<file path="config.mk">
export PLATFORM = sky130hd
export DESIGN_NAME = edge_pixel_fetch
export DESIGN_NICKNAME = d
export VERILOG_FILES = /design/src/rtl/edge_fetch_pkg.sv /design/src/rtl/edge_pixel_addr.sv /design/src/rtl/edge_pixel_fetch.sv
export SDC_FILE = /design/constraint.sdc
export NUM_CORES = 1
export LEC_CHECK = 0
export BUFFER_PORTS_ARGS = -buffer_cell sky130_fd_sc_hd__buf_2
export CAP_MARGIN = 40
export CORE_ASPECT_RATIO = 0.9
export CORE_MARGIN = 2
export CORE_UTILIZATION = 38
export DETAILED_ROUTE_END_ITERATION = 6
export PLACE_DENSITY = 0.57
export SYNTH_ARGS = -nofsm -noshare
export SYNTH_HDL_FRONTEND = slang
export SYNTH_SLANG_ARGS = --single-unit
</file>
<file path="constraint.sdc">
create_clock -name clk -period 8.7 [get_ports clk]
set_input_delay 0 -clock clk [delete_from_list [all_inputs] [get_ports clk]]
set_output_delay 0 -clock clk [all_outputs]
set_load 0.01 [all_outputs]
</file>
<file path="src/rtl/edge_fetch_pkg.sv">
// Shared types and constants for the edge-detection pixel fetch path.
// The helper functions pick one pixel lane out of a memory word and bump the saturating miss counter.
package edge_fetch_pkg;

  localparam int PIXEL_W      = 8;
  localparam int WORD_W       = 32;
  localparam int PIX_PER_WORD = 4;
  localparam int COORD_W      = 11;
  localparam int LANE_W       = $clog2(PIX_PER_WORD);
  localparam int CNT_W        = 16;

  typedef enum logic [1:0] {
    IDLE      = 2'd0,
    ISSUE     = 2'd1,
    WAIT_DATA = 2'd2
  } fetch_state_t;

  function automatic logic [PIXEL_W-1:0] lane_select(input logic [WORD_W-1:0] word,
                                                      input logic [LANE_W-1:0] lane);
    lane_select = word[PIXEL_W*lane +: PIXEL_W];
  endfunction

  function automatic logic [CNT_W-1:0] sat_inc(input logic [CNT_W-1:0] cnt);
    if (cnt == {CNT_W{1'b1}}) begin
      sat_inc = cnt;
    end else begin
      sat_inc = cnt + {{(CNT_W-1){1'b0}}, 1'b1};
    end
  endfunction

endpackage

</file>
<file path="src/rtl/edge_pixel_addr.sv">
// Coordinate decode: signed (x,y) to frame range flag, word-aligned byte address and byte lane.
module edge_pixel_addr
  import edge_fetch_pkg::*;
#(
  parameter int                COL_NUM   = 640,
  parameter int                ROW_NUM   = 480,
  parameter int                ADDR_W    = 32,
  parameter logic [ADDR_W-1:0] BASE_ADDR = {ADDR_W{1'b0}}
) (
  input  logic [COORD_W-1:0] req_x,
  input  logic [COORD_W-1:0] req_y,
  output logic               in_range,
  output logic [ADDR_W-1:0]  word_addr,
  output logic [LANE_W-1:0]  lane
);

  logic [ADDR_W-1:0] w_x_ext;
  logic [ADDR_W-1:0] w_y_ext;
  logic [ADDR_W-1:0] w_byte_addr;

  // Sign-extend so negative coordinates wrap naturally in the address arithmetic.
  assign w_x_ext = {{(ADDR_W-COORD_W){req_x[COORD_W-1]}}, req_x};
  assign w_y_ext = {{(ADDR_W-COORD_W){req_y[COORD_W-1]}}, req_y};

  assign w_byte_addr = BASE_ADDR + (w_y_ext * ADDR_W'(COL_NUM)) + w_x_ext;

  assign in_range = !req_x[COORD_W-1] && !req_y[COORD_W-1] &&
                    (req_x < COORD_W'(COL_NUM)) && (req_y < COORD_W'(ROW_NUM));

  assign word_addr = {w_byte_addr[ADDR_W-1:LANE_W], {LANE_W{1'b0}}};
  assign lane      = w_byte_addr[LANE_W-1:0];

endmodule

</file>
<file path="src/rtl/edge_pixel_fetch.sv">
// Pixel responder with a one-word cache; misses are filled through an Avalon-MM read master.
// Only one read is ever outstanding; a flush during a fill marks the returning word for discard.
module edge_pixel_fetch
  import edge_fetch_pkg::*;
#(
  parameter int                COL_NUM   = 640,
  parameter int                ROW_NUM   = 480,
  parameter int                ADDR_W    = 32,
  parameter logic [ADDR_W-1:0] BASE_ADDR = {ADDR_W{1'b0}}
) (
  input  logic                clk,
  input  logic                rst_n,
  input  logic                en,
  input  logic                flush,
  input  logic [COORD_W-1:0]  req_x,
  input  logic [COORD_W-1:0]  req_y,
  output logic                waitrequest,
  output logic [PIXEL_W-1:0]  pixel,
  output logic [ADDR_W-1:0]   m_address,
  output logic                m_read,
  input  logic                m_waitrequest,
  input  logic [WORD_W-1:0]   m_readdata,
  input  logic                m_readdatavalid,
  output logic [CNT_W-1:0]    miss_count
);

  fetch_state_t       r_state;
  logic               r_valid;
  logic [ADDR_W-1:0]  r_tag;
  logic [WORD_W-1:0]  r_data;
  logic               r_discard;
  logic [ADDR_W-1:0]  r_m_address;
  logic [CNT_W-1:0]   r_miss_count;

  fetch_state_t       w_state_nxt;
  logic               w_valid_nxt;
  logic [ADDR_W-1:0]  w_tag_nxt;
  logic [WORD_W-1:0]  w_data_nxt;
  logic               w_discard_nxt;
  logic [ADDR_W-1:0]  w_addr_nxt;
  logic [CNT_W-1:0]   w_count_nxt;

  logic               w_in_range;
  logic [ADDR_W-1:0]  w_word_addr;
  logic [LANE_W-1:0]  w_lane;
  logic               w_hit;

  edge_pixel_addr #(
    .COL_NUM   (COL_NUM),
    .ROW_NUM   (ROW_NUM),
    .ADDR_W    (ADDR_W),
    .BASE_ADDR (BASE_ADDR)
  ) u_addr (
    .req_x     (req_x),
    .req_y     (req_y),
    .in_range  (w_in_range),
    .word_addr (w_word_addr),
    .lane      (w_lane)
  );

  assign w_hit = r_valid && (r_tag == w_word_addr);

  // Requester-side response: a hit is answered in the same cycle.
  always_comb begin
    waitrequest = 1'b1;
    pixel       = {PIXEL_W{1'b0}};
    if (!rst_n) begin
      waitrequest = 1'b1;
    end else if (!en || !w_in_range) begin
      waitrequest = 1'b0;
    end else if (w_hit) begin
      waitrequest = 1'b0;
      pixel       = lane_select(r_data, w_lane);
    end else begin
      waitrequest = 1'b1;
    end
  end

  // Next-state, cache fill and flush handling.
  always_comb begin
    w_state_nxt   = r_state;
    w_valid_nxt   = r_valid;
    w_tag_nxt     = r_tag;
    w_data_nxt    = r_data;
    w_discard_nxt = r_discard;
    w_addr_nxt    = r_m_address;
    w_count_nxt   = r_miss_count;
    case (r_state)
      IDLE: begin
        if (en && w_in_range && !w_hit) begin
          w_addr_nxt  = w_word_addr;
          w_count_nxt = sat_inc(r_miss_count);
          w_state_nxt = ISSUE;
        end else begin
          w_state_nxt = IDLE;
        end
      end
      ISSUE: begin
        if (!m_waitrequest) begin
          w_state_nxt = WAIT_DATA;
        end else begin
          w_state_nxt = ISSUE;
        end
      end
      WAIT_DATA: begin
        if (m_readdatavalid) begin
          if (!r_discard) begin
            w_valid_nxt = 1'b1;
            w_tag_nxt   = r_m_address;
            w_data_nxt  = m_readdata;
          end else begin
            w_valid_nxt = r_valid;
          end
          w_discard_nxt = 1'b0;
          w_state_nxt   = IDLE;
        end else begin
          w_state_nxt = WAIT_DATA;
        end
      end
      default: begin
        w_state_nxt = IDLE;
      end
    endcase
    // Flush overrides any fill; a read still in flight must not be cached when it lands.
    if (flush) begin
      w_valid_nxt = 1'b0;
      if ((r_state == ISSUE) || ((r_state == WAIT_DATA) && !m_readdatavalid)) begin
        w_discard_nxt = 1'b1;
      end else begin
        w_discard_nxt = 1'b0;
      end
    end else begin
      w_valid_nxt = w_valid_nxt;
    end
  end

  // State, cache and counter registers.
  always_ff @(posedge clk or negedge rst_n) begin
    if (!rst_n) begin
      r_state      <= IDLE;
      r_valid      <= 1'b0;
      r_tag        <= {ADDR_W{1'b0}};
      r_data       <= {WORD_W{1'b0}};
      r_discard    <= 1'b0;
      r_m_address  <= {ADDR_W{1'b0}};
      r_miss_count <= {CNT_W{1'b0}};
    end else begin
      r_state      <= w_state_nxt;
      r_valid      <= w_valid_nxt;
      r_tag        <= w_tag_nxt;
      r_data       <= w_data_nxt;
      r_discard    <= w_discard_nxt;
      r_m_address  <= w_addr_nxt;
      r_miss_count <= w_count_nxt;
    end
  end

  assign m_read     = (r_state == ISSUE);
  assign m_address  = r_m_address;
  assign miss_count = r_miss_count;

endmodule

</file>
# Word level (Yosys, flattened, before mapping)
# Index checks and enable logic that the tools add are counted.
dict set report classes {
  n_addsub 2
  shifts 1
  n_reduce_logical 23
  n_eq_ne 5
  multipliers 1
  n_mux 18
  order_cmp 2
  n_bitwise 2
}
# operator count
set ops {}
lappend ops {{$add 32x32->32} 1}
lappend ops {{$mul 32x3->25 const B} 1}
lappend ops {{$shiftx 32x6->8} 1}
lappend ops {{$eq 30x30->1} 1}
lappend ops {{$mux 8} 3}
lappend ops {{$add 16x1->16 const B} 1}
lappend ops {{$eq 16x16->1 const B} 1}
lappend ops {{$mux 1} 12}
lappend ops {{$lt 11x10->1 const B} 1}
lappend ops {{$lt 11x9->1 const B} 1}
lappend ops {{$reduce_and 3->1} 3}
lappend ops {{$logic_and 1x1->1} 7}
lappend ops {{$logic_not 1->1} 6}
lappend ops {{$pmux 2 s3} 1}
lappend ops {{$mux 2} 2}
lappend ops {{$reduce_and 2->1} 2}
lappend ops {{$reduce_bool 2->1} 2}
lappend ops {{$eq 2x1->1 const B} 1}
lappend ops {{$eq 2x2->1 const B} 1}
lappend ops {{$logic_not 2->1} 1}
lappend ops {{$logic_or 1x1->1} 2}
lappend ops {{$ne 2x2->1 const B} 1}
lappend ops {{$not 1->1} 2}
dict set report totals {
  ff_bits 112
  input_bits 60
  out_inout_bits 58
}

# Logic depth before layout (Yosys ltp)
# Gate-level depths: netlist of run 1.
dict set report logic_depth {
  ltp_word 8
  depth_mapped 25
}

# Hierarchy
# A second synthesis of run 1 with hierarchy kept.
dict set report unflattened {
  cells_unflattened 690
  area_unflattened_um2 7647.3
}
# mod cells_per_inst area_each_um2 n_inst seq_area_each_um2
set modules_own_cells {}
lappend modules_own_cells {edge_pixel_fetch 377 5353.9 1 2902.8}
lappend modules_own_cells {edge_pixel_addr 313 2293.4 1 0.0}

# Worst setup path before layout of run 1
# OpenSTA, ideal clock, no wires.
dict set report synth_path {
  path_kind {input port to flip-flop}
  from {in req_y[1]}
  to {reg r_m_address[10] (netlist: m_address[10])}
  stages 25
  required_time_ns 8.575
  setup_time_ns 0.125
  setup_slack_ns 3.022
  t_arrival_ns 5.553
  cell_sequence {ha_1 -> ha_1 -> fa_1 -> a21o_1 -> a21oi_1 -> o21bai_1 -> a21oi_1 -> o21bai_1 -> a21oi_1 -> nor2b_1 -> o21ai_0 -> and2_1 -> ha_1 -> clkbuf_1 -> a21oi_1 -> o21ai_0 -> a21oi_1 -> o41ai_4 -> and3_1 -> a2111o_1 -> or4_4 -> nor4b_4 -> nor4_2 -> buf_6 -> mux2_4}
}
dict set report synth_between {
  elab_chain_len 7
}
# element line
set synth_lines {}
lappend synth_lines {{from (decl)} edge_pixel_fetch.sv:16} ;# input logic [COORD_W-1:0] req_y,
lappend synth_lines {{$mul 32x3->25} edge_pixel_addr.sv:25} ;# assign w_byte_addr = BASE_ADDR + (w_y_ext * ADDR_W'(COL_NUM)) + w_x_ext;
lappend synth_lines {{$add 32x32->32} edge_pixel_addr.sv:25}
lappend synth_lines {{$eq 30x30->1} edge_pixel_fetch.sv:61} ;# assign w_hit = r_valid && (r_tag == w_word_addr);
lappend synth_lines {{$logic_and 1x1->1} edge_pixel_fetch.sv:61}
lappend synth_lines {{$logic_not 1->1} edge_pixel_fetch.sv:90} ;# if (en && w_in_range && !w_hit) begin
lappend synth_lines {{$logic_and 1x1->1} edge_pixel_fetch.sv:90}
lappend synth_lines {{$reduce_and 2->1 (no line)} n/a}
lappend synth_lines {{to (signal assigned)} edge_pixel_fetch.sv:145} ;# r_m_address <= {ADDR_W{1'b0}};
lappend synth_lines {{to (signal assigned)} edge_pixel_fetch.sv:153} ;# r_m_address <= w_addr_nxt;
lappend synth_lines {{to (decl)} edge_pixel_fetch.sv:32} ;# logic [ADDR_W-1:0] r_m_address;
# Several ways; a longest one is shown, not always the timed one.
# A chain may end at the register's enable or synchronous reset.

# Final worst setup path of run 1
dict set report layout_path {
  from {in req_y[1]}
  to {out pixel[1]}
}
dict set report layout_between {
  elab_chain_len 7
}
# element line
set layout_lines {}
lappend layout_lines {{$mul 32x3->25} edge_pixel_addr.sv:25}
lappend layout_lines {{$add 32x32->32} edge_pixel_addr.sv:25}
lappend layout_lines {{$eq 30x30->1} edge_pixel_fetch.sv:61}
lappend layout_lines {{$logic_and 1x1->1} edge_pixel_fetch.sv:61}
lappend layout_lines {{$mux 8} edge_pixel_fetch.sv:71} ;# end else if (w_hit) begin
lappend layout_lines {{$mux 8 *} edge_pixel_fetch.sv:69} ;# end else if (!en || !w_in_range) begin
lappend layout_lines {{$mux 8 *} edge_pixel_fetch.sv:67} ;# if (!rst_n) begin
lappend layout_lines {{to (decl)} edge_pixel_fetch.sv:18} ;# output logic [PIXEL_W-1:0] pixel,
# Every way passes the cells marked *; elsewhere a longest branch is shown, timed or not.

==> out/summary.txt, run 1 <==
Mapped Cells - 706
worst-skew pair later-pin latency - 0.36 ns
Leakage - 4.36 nW
pre-CTS WS - 2.21 ns
DR WL/cell - 18.0 um
share of layout cells above drive strength 1 - 30.4%
CP arrival - 6.59 ns
Pre-antenna DRT Iters - 5
DIE AREA - 21,800 um2
Final period util - 75.7%
GR Layer Usage met3 - 3.50%
DRC - 0
Yosys cell types - 76
Starting Density - 38.9%
Area growth syn-to-layout - 19.2%
hold slack - 0.132 ns
CP Launch Type - input port
crit path capture type - primary output
synthesized area per cell - 11.1 um2
clock sink count - 112
GR peak layer - met2
worst slew pin tran - 0.822 ns
Detail Route Antenna Nets - 0
Max Cap Viol - 0
# H-tree levels - 3
PnR worst setup slack - 2.11 ns
sequential share of the synthesized area - 35.8%
initial antenna violation count - 0
Cell Pwr Density - 219 nW/um2
number of global-route vias before repair - 6,021
RSZ-0062 raised after global routing - false
final hold vios - 0
DP Wirelength - 15,200 um
Post-synth EDFFs - 0
CORE AREA - 20,100 um2
clock transition at the registers of the reported paths - 0.07 ns
#FFs+latches synth - 112
async set or reset register ratio after synthesis - 100%
Setup Skew - 0.0138 ns
slew margin rel. - 44.6%
crit path time final - 6.59 ns
gp weighted congestion - 0.941
Max clock buf depth - 2
vias per inst - 5.38
final-stage net count - 962
global-route wire length before repair - 32,800 um
fin util - 46.4%
CP Max Fanout - 8
pin count of the biggest net entering global routing - 65
met2 Track Usage GR - 29.4%
outcome - finished, final reports clean
Post-CTS Resized - 0
FP Rows - 49
initial DRC count - 292
gr usage total - 18.9%
Ant. Diodes - 0
CTS Root Cell - clkbuf_16
die width - 155 um
Design Power - 0.00204 W
Top-Level Pins - 118
Inserted Clock Buffers - 9
Synth warnings - 0
Cell Area, Synth - 7830 um2
Post-Route WL - 19,900 um
main flop type after synthesis - dfrtp_1
CTS tree - done
met1 global-route usage - 27.6%
critical path type - input port to primary output
endpoints failing setup - 0
via count - 5,966
grt ovf - 0
Filler cells - 1,896
highest clock rate - 0.152 GHz
Setup TNS - 0 ns
Hold Path Class - input port to flop
PortBufs - 115
Req. time, crit path - 8.70 ns
Slew Limit Fails - 0
peak supply drop - 128 uV
Die Ht - 140 um
[power breakdown]
| part | switching (W) | leakage (nW) | internal (W) |
|---|---|---|---|
| clock | 0.000209 | 0.142 | 0.000201 |
| combinational | 0.000449 | 2.76 | 0.000432 |
| sequential | 0.0000966 | 1.46 | 0.000653 |
| total | 0.000754 | 4.36 | 0.00129 |
[per-layer routing]
metal	routed length [um]	vias to the layer above
met4	245	0
met3	997	18
met2	8880	170
li1	-	2902
met5	0	-
met1	9800	2876
[layout make-up]
type | count | area [um2] | area share [%]
flip-flops and latches | 112 | 2800 | 30.0
multi-input cells | 555 | 4850 | 52.0
repair buffers | 163 | 1040 | 11.2
clock buffers | 9 | 225 | 2.41
well taps | 255 | 319 | 3.42
inverters | 9 | 33.8 | 0.362
clock inverters | 6 | 62.6 | 0.670
[state kept, by name, summed over array words and instances, names as in the netlist]
signal      cells
r_tag          30
r_data         32
miss_count     16
r_discard       1
r_state         2
m_address      30
r_valid         1
[metrics by stage]
step           cells  cell area [um2]
5_1_grt         1109             9330
6_report        1109             9330
4_1_cts         1109             9330
3_3_place_gp    1052             8630
2_1_floorplan    707             7840
3_5_place_dp    1053             8630
[cells in the mapped netlist, types with 3 or more instances]
cell type    n  area share (%)
o2111ai_1    4            0.45
nand2_1     38             1.8
mux4_2       8             2.3
clkbuf_1    16            0.77
a21o_1       9            0.86
nor4b_1      3            0.34
a21oi_1     36             2.3
or2_2        6            0.48
mux2_4      29             5.6
buf_4        6            0.58
nand4_1     18             1.4
inv_1        9            0.43
a2111oi_0    4            0.45
a31oi_1      3            0.24
mux2_2      64             9.2
mux2i_1      3            0.38
ha_1        50             8.0
and3_1       8            0.64
o211ai_1     7            0.67
o21ai_0     20             1.3
nand2b_1     7            0.56
nor2_1      31             1.5
nor2b_1     15             1.2
buf_6        3            0.43
nor3b_1      7            0.67
o211a_1      3            0.38
nand3_1     15            0.96
buf_1        3            0.14
o21bai_1     4            0.38
xnor2_1     43             4.8
xnor3_1      5             1.4
o21a_1       7            0.67
nor4_1       8            0.64
xor2_1      30             3.4
buf_2        3            0.19
and2_1       7            0.56
nor3_1      10            0.64
dfrtp_1    112              36
a22oi_1      3            0.29
[path summary, 6_finish.rpt]
kind                                                   to  slack, ns                 startpoint  cells past startpoint
worst min register to register  miss_count[9]$_DFFE_PN0P_       0.49  miss_count[9]$_DFFE_PN0P_                      1
worst max-delay path                             pixel[1]       2.11                   req_y[1]                     25
max in group asynchronous           r_tag[12]$_DFFE_PN0P_       7.22                      rst_n                      3
worst max register to register  m_address[28]$_DFFE_PN0P_       4.98      r_tag[24]$_DFFE_PN0P_                     11
min in group asynchronous           r_tag[26]$_DFFE_PN0P_       0.20                      rst_n                      2
worst min-delay path             m_address[7]$_DFFE_PN0P_       0.13                   req_y[0]                      3
[logic make-up after synthesis]
| family | after synthesis | synth area share [%] |
|---|---|---|
| other | 1 | 0.0479 |
| and+or+nand+nor | 188 | 13.4 |
| adders and majority gates | 52 | 8.50 |
| xor gates and xnor gates | 80 | 10.2 |
| muxes | 104 | 17.4 |
| DFF | 112 | 35.8 |
| buffers and inverters | 40 | 2.54 |
| AOI/OAI and AO/OA | 129 | 12.1 |
[cell usage in the layout (no fill, tap or decap), types with 4 or more instances in the layout]
cell type / Yosys / routed
and2_1: 7 / 7
o21ai_0: 20 / 20
xnor3_1: 5 / 5
nor4_1: 8 / 8
mux2_2: 64 / 64
nor2_1: 31 / 31
mux4_2: 8 / 8
o21a_1: 7 / 7
nor3b_1: 7 / 6
nand4_1: 18 / 18
inv_1: 9 / 9
a2111oi_0: 4 / 4
buf_2: 3 / 114
nor2b_1: 15 / 15
nor3_1: 10 / 10
clkbuf_16: 0 / 9
o211ai_1: 7 / 7
nand3_1: 15 / 15
o2111ai_1: 4 / 4
ha_1: 50 / 50
dfrtp_1: 112 / 112
xnor2_1: 43 / 43
o21bai_1: 4 / 4
dlygate4sd3_1: 0 / 41
and3_1: 8 / 8
or2_2: 6 / 6
a21o_1: 9 / 9
nand2b_1: 7 / 7
a21oi_1: 36 / 36
xor2_1: 30 / 30
mux2_4: 29 / 29
buf_4: 6 / 8
nand2_1: 38 / 38
[critical path, stage by stage]
cell,delay [ns]
buf_2,0.12
ha_1,0.29
ha_1,0.23
fa_1,0.41
a21o_1,0.18
a21oi_1,0.22
o21bai_1,0.09
a21oi_1,0.22
o21bai_1,0.09
a21oi_1,0.21
nor2b_1,0.07
o21ai_0,0.40
xnor2_1,0.17
ha_1,0.43
nand2_1,0.17
o21ai_0,0.49
a221oi_2,0.14
and3b_1,0.24
or4b_1,0.46
or4b_1,0.52
or4_1,0.43
nor4_1,0.20
nand3_1,0.34
nor2b_1,0.29
buf_2,0.17
[what timing repair did]
action | 4_1_cts | 5_1_grt
endpoints found under the hold margin | 90 | 0
buffers inserted | 0 | 0
hold buffers | 41 | 0
Power figures use the tool's default switching activity.
==> inputs of run 2 (changes only) <==
==> constraint.sdc (replaced) <==
create_clock -name clk -period 6.8 [get_ports clk]
set_input_delay 0 -clock clk [delete_from_list [all_inputs] [get_ports clk]]
set_output_delay 0 -clock clk [all_outputs]
set_load 0.01 [all_outputs]
==> run 2 against run 1 <==
Core utilization barely moved. Final area about the same. Final cell count hardly changed. Total power rose by 28%. Setup slack got worse by 1.6 ns. Clock skew hardly changed.
==> out/summary.txt, run 2 (synthesized netlist as in run 1, its figures left out) <==
outcome - finished, final reports clean
Design Power - 0.00260 W (+28%)
worst slew pin tran - 0.923 ns (+0.101 ns)
Crit-path slowest cell - o21ai_0
flip-flop count of the largest register after layout - 32 (unchanged)
CP Max Fanout - 11 (+3)
power share of the combinational group - 43.0% (-0.2 points)
PortBufs - 115 (unchanged)
Max Cap Viol - 0 (unchanged)
share of layout cells above drive strength 1 - 30.8% (+0.39 points)
most frequent cells in the layout - buf_2, dfrtp_1, mux2_2
initial antenna violation count - 0 (unchanged)
DP Wirelength - 14,800 um (-2.2%)
Top-Level Pins - 118 (unchanged)
Detail Route Antenna Nets - 0 (unchanged)
Max clock buf depth - 2 (unchanged)
endpoints failing setup - 0 (unchanged)
worst r2r src - r_tag[7]$_DFFE_PN0P_
worst-skew pair later-pin latency - 0.36 ns (about the same)
hold path depth - 3 (unchanged)
Cell Pwr Density - 279 nW/um2 (+27%)
HP Start - req_x[7]
Filler cells - 1,895 (-0.053%)
Clk pwr share - 20.1% (about the same)
initial DRC count - 392 (+34%)
slew margin rel. - 37.8% (-6.8 points)
CP Launch Type - input port
DRC - 0 (unchanged)
gp weighted congestion - 0.950 (+0.90%)
Slew Limit Fails - 0 (unchanged)
peak supply drop - 136 uV (+6.2%)
global-route wire length before repair - 32,700 um (-0.51%)
clock sink count - 112 (unchanged)
vias per inst - 5.38 (about the same)
crit path time final - 6.33 ns
Final period util - 93.1%
commonest non-fill, non-tap cell in the layout - buf_2
FP Rows - 49 (unchanged)
RR Endpoint - miss_count[1]$_DFFE_PN0P_
switching portion of total power - 36.8% (-0.21 points)
pin count of the biggest net entering global routing - 64 (-1.5%)
CTS tree - done
DIE AREA - 21,800 um2 (unchanged)
# H-tree levels - 3 (unchanged)
cell-internal power - 0.00165 W (+28%)
Critical Path Sink - pixel[0]
number of global-route vias before repair - 5,939 (-1.4%)
Leakage - 4.36 nW (about the same)
Setup crit start - req_y[7]
CORE AREA - 20,100 um2 (unchanged)
CP arrival - 6.33 ns (-0.26 ns)
Pre-antenna DRT Iters - 5 (unchanged)
clock transition at the registers of the reported paths - 0.08 ns (about the same)
Area growth syn-to-layout - 19.2% (about the same)
sequential power share - 36.9% (+0.2 points)
hold slack - 0.0994 ns (-0.0328 ns)
Hold Path Class - input port to flop
Req. time, crit path - 6.80 ns (-1.90 ns)
via count - 5,960 (-0.10%)
grt ovf - 0 (unchanged)
RSZ-0062 raised after global routing - false
Reg2Reg Depth - 11 (unchanged)
slowest stage delay, CP - 0.78 ns (+0.26 ns)
gr usage total - 18.9% (-0.047 points)
die width - 155 um (unchanged)
CTS Root Cell - clkbuf_16
Inserted Clock Buffers - 9 (unchanged)
final hold vios - 0 (unchanged)
DR WL/cell - 17.7 um (-1.2%)
Starting Density - 38.9% (unchanged)
switching power - 0.000957 W (+27%)
Setup Skew - 0.0139 ns (+0.000143 ns)
Die Ht - 140 um (unchanged)
highest clock rate - 0.158 GHz
flop2flop setup slack - 3.28 ns (-1.70 ns)
Largest Register - r_data
Post-Route WL - 19,700 um (-1.3%)
final-stage net count - 961 (-0.10%)
crit path capture type - primary output
critical path, cell by cell - buf_2 > ha_1 > ha_1 > a2111oi_0 > o211ai_1 > a31o_2 > a21oi_1 > nor3_1 > or2_2 > ha_1 > a21oi_1 > o21ai_0 > nor2_1 > a21oi_1 > o2111ai_1 > or4b_1 > or4_1 > nor4_1 > nand3_2 > nor2b_1 > buf_2
Ant. Diodes - 0 (unchanged)
critical path type - input port to primary output
==> run 2: how the worst min path moves through the flow <==
stage	to	slack, ns
finish	m_address[7]$_DFFE_PN0P_	0.1
global route	m_address[7]$_DFFE_PN0P_	0.12
CTS	m_address[7]$_DFFE_PN0P_	0.09
detailed placement	r_tag[26]$_DFFE_PN0P_	0.08
global placement	r_tag[26]$_DFFE_PN0P_	0.09
floorplan	m_address[10]$_DFFE_PN0P_	-0.30
==> run 2: through the flow <==
step                      util [%]  area [um2]  worst slack, ns  setup TNS, ns  cells
after floorplan                  -        7840             1.12              0    707
after global placement        42.9        8620           0.0591              0   1051
after detailed placement      42.9        8630          -0.0210        -0.0403   1052
after CTS                     46.4        9320            0.130              0   1108
after global routing          46.4        9340           0.0204              0   1108
final                         46.4        9340            0.470              0   1108
==> run 2: timing repair <==
action                                  CTS  global route
resized for setup                         1             5
endpoints found under the setup margin    3             8
endpoints found under the hold margin    92             0
buffers inserted                          0             0
hold buffers                             41             0
==> run 2: cell type report <==
type                       instances  area (um2)  share of cell area, %
inverter                           9        33.8                  0.362
multi-input combinational        555        4870                   52.1
clock inverter                     6        60.1                  0.643
clock buffer                       9         225                   2.41
timing repair buffer             162        1030                   11.1
sequential                       112        2800                   30.0
tap                              255         319                   3.42
==> run 2: metal layers <==
metal / vias to the layer above / GRT usage, % / routed length [um]
li1: 2892 / - / -
met1: 2877 / 28.0 / 9760
met2: 165 / 27.4 / 8400
met3: 26 / 4.21 / 1110
met4: 0 / 5.70 / 396
met5: - / 0 / 0
==> run 2: power groups by stage <==
stage | registers (W) | clock network [W] | logic [W]
4_1_cts | 0.000960 | 0.000543 | 0.00112
5_1_grt | 0.000987 | 0.000572 | 0.00122
6_report | 0.000961 | 0.000523 | 0.00112
3_5_place_dp | 0.000971 | 0 | 0.00109
2_1_floorplan | 0.000974 | 0 | 0.000760
3_3_place_gp | 0.000969 | 0 | 0.00109
==> run 2: worst max-delay path, delay by kind of cell <==
family,cells,cell delay [ns]
fa+ha+maj,3,1.16
simple gates,8,2.30
buf+inv,2,0.27
compound gates,8,2.59
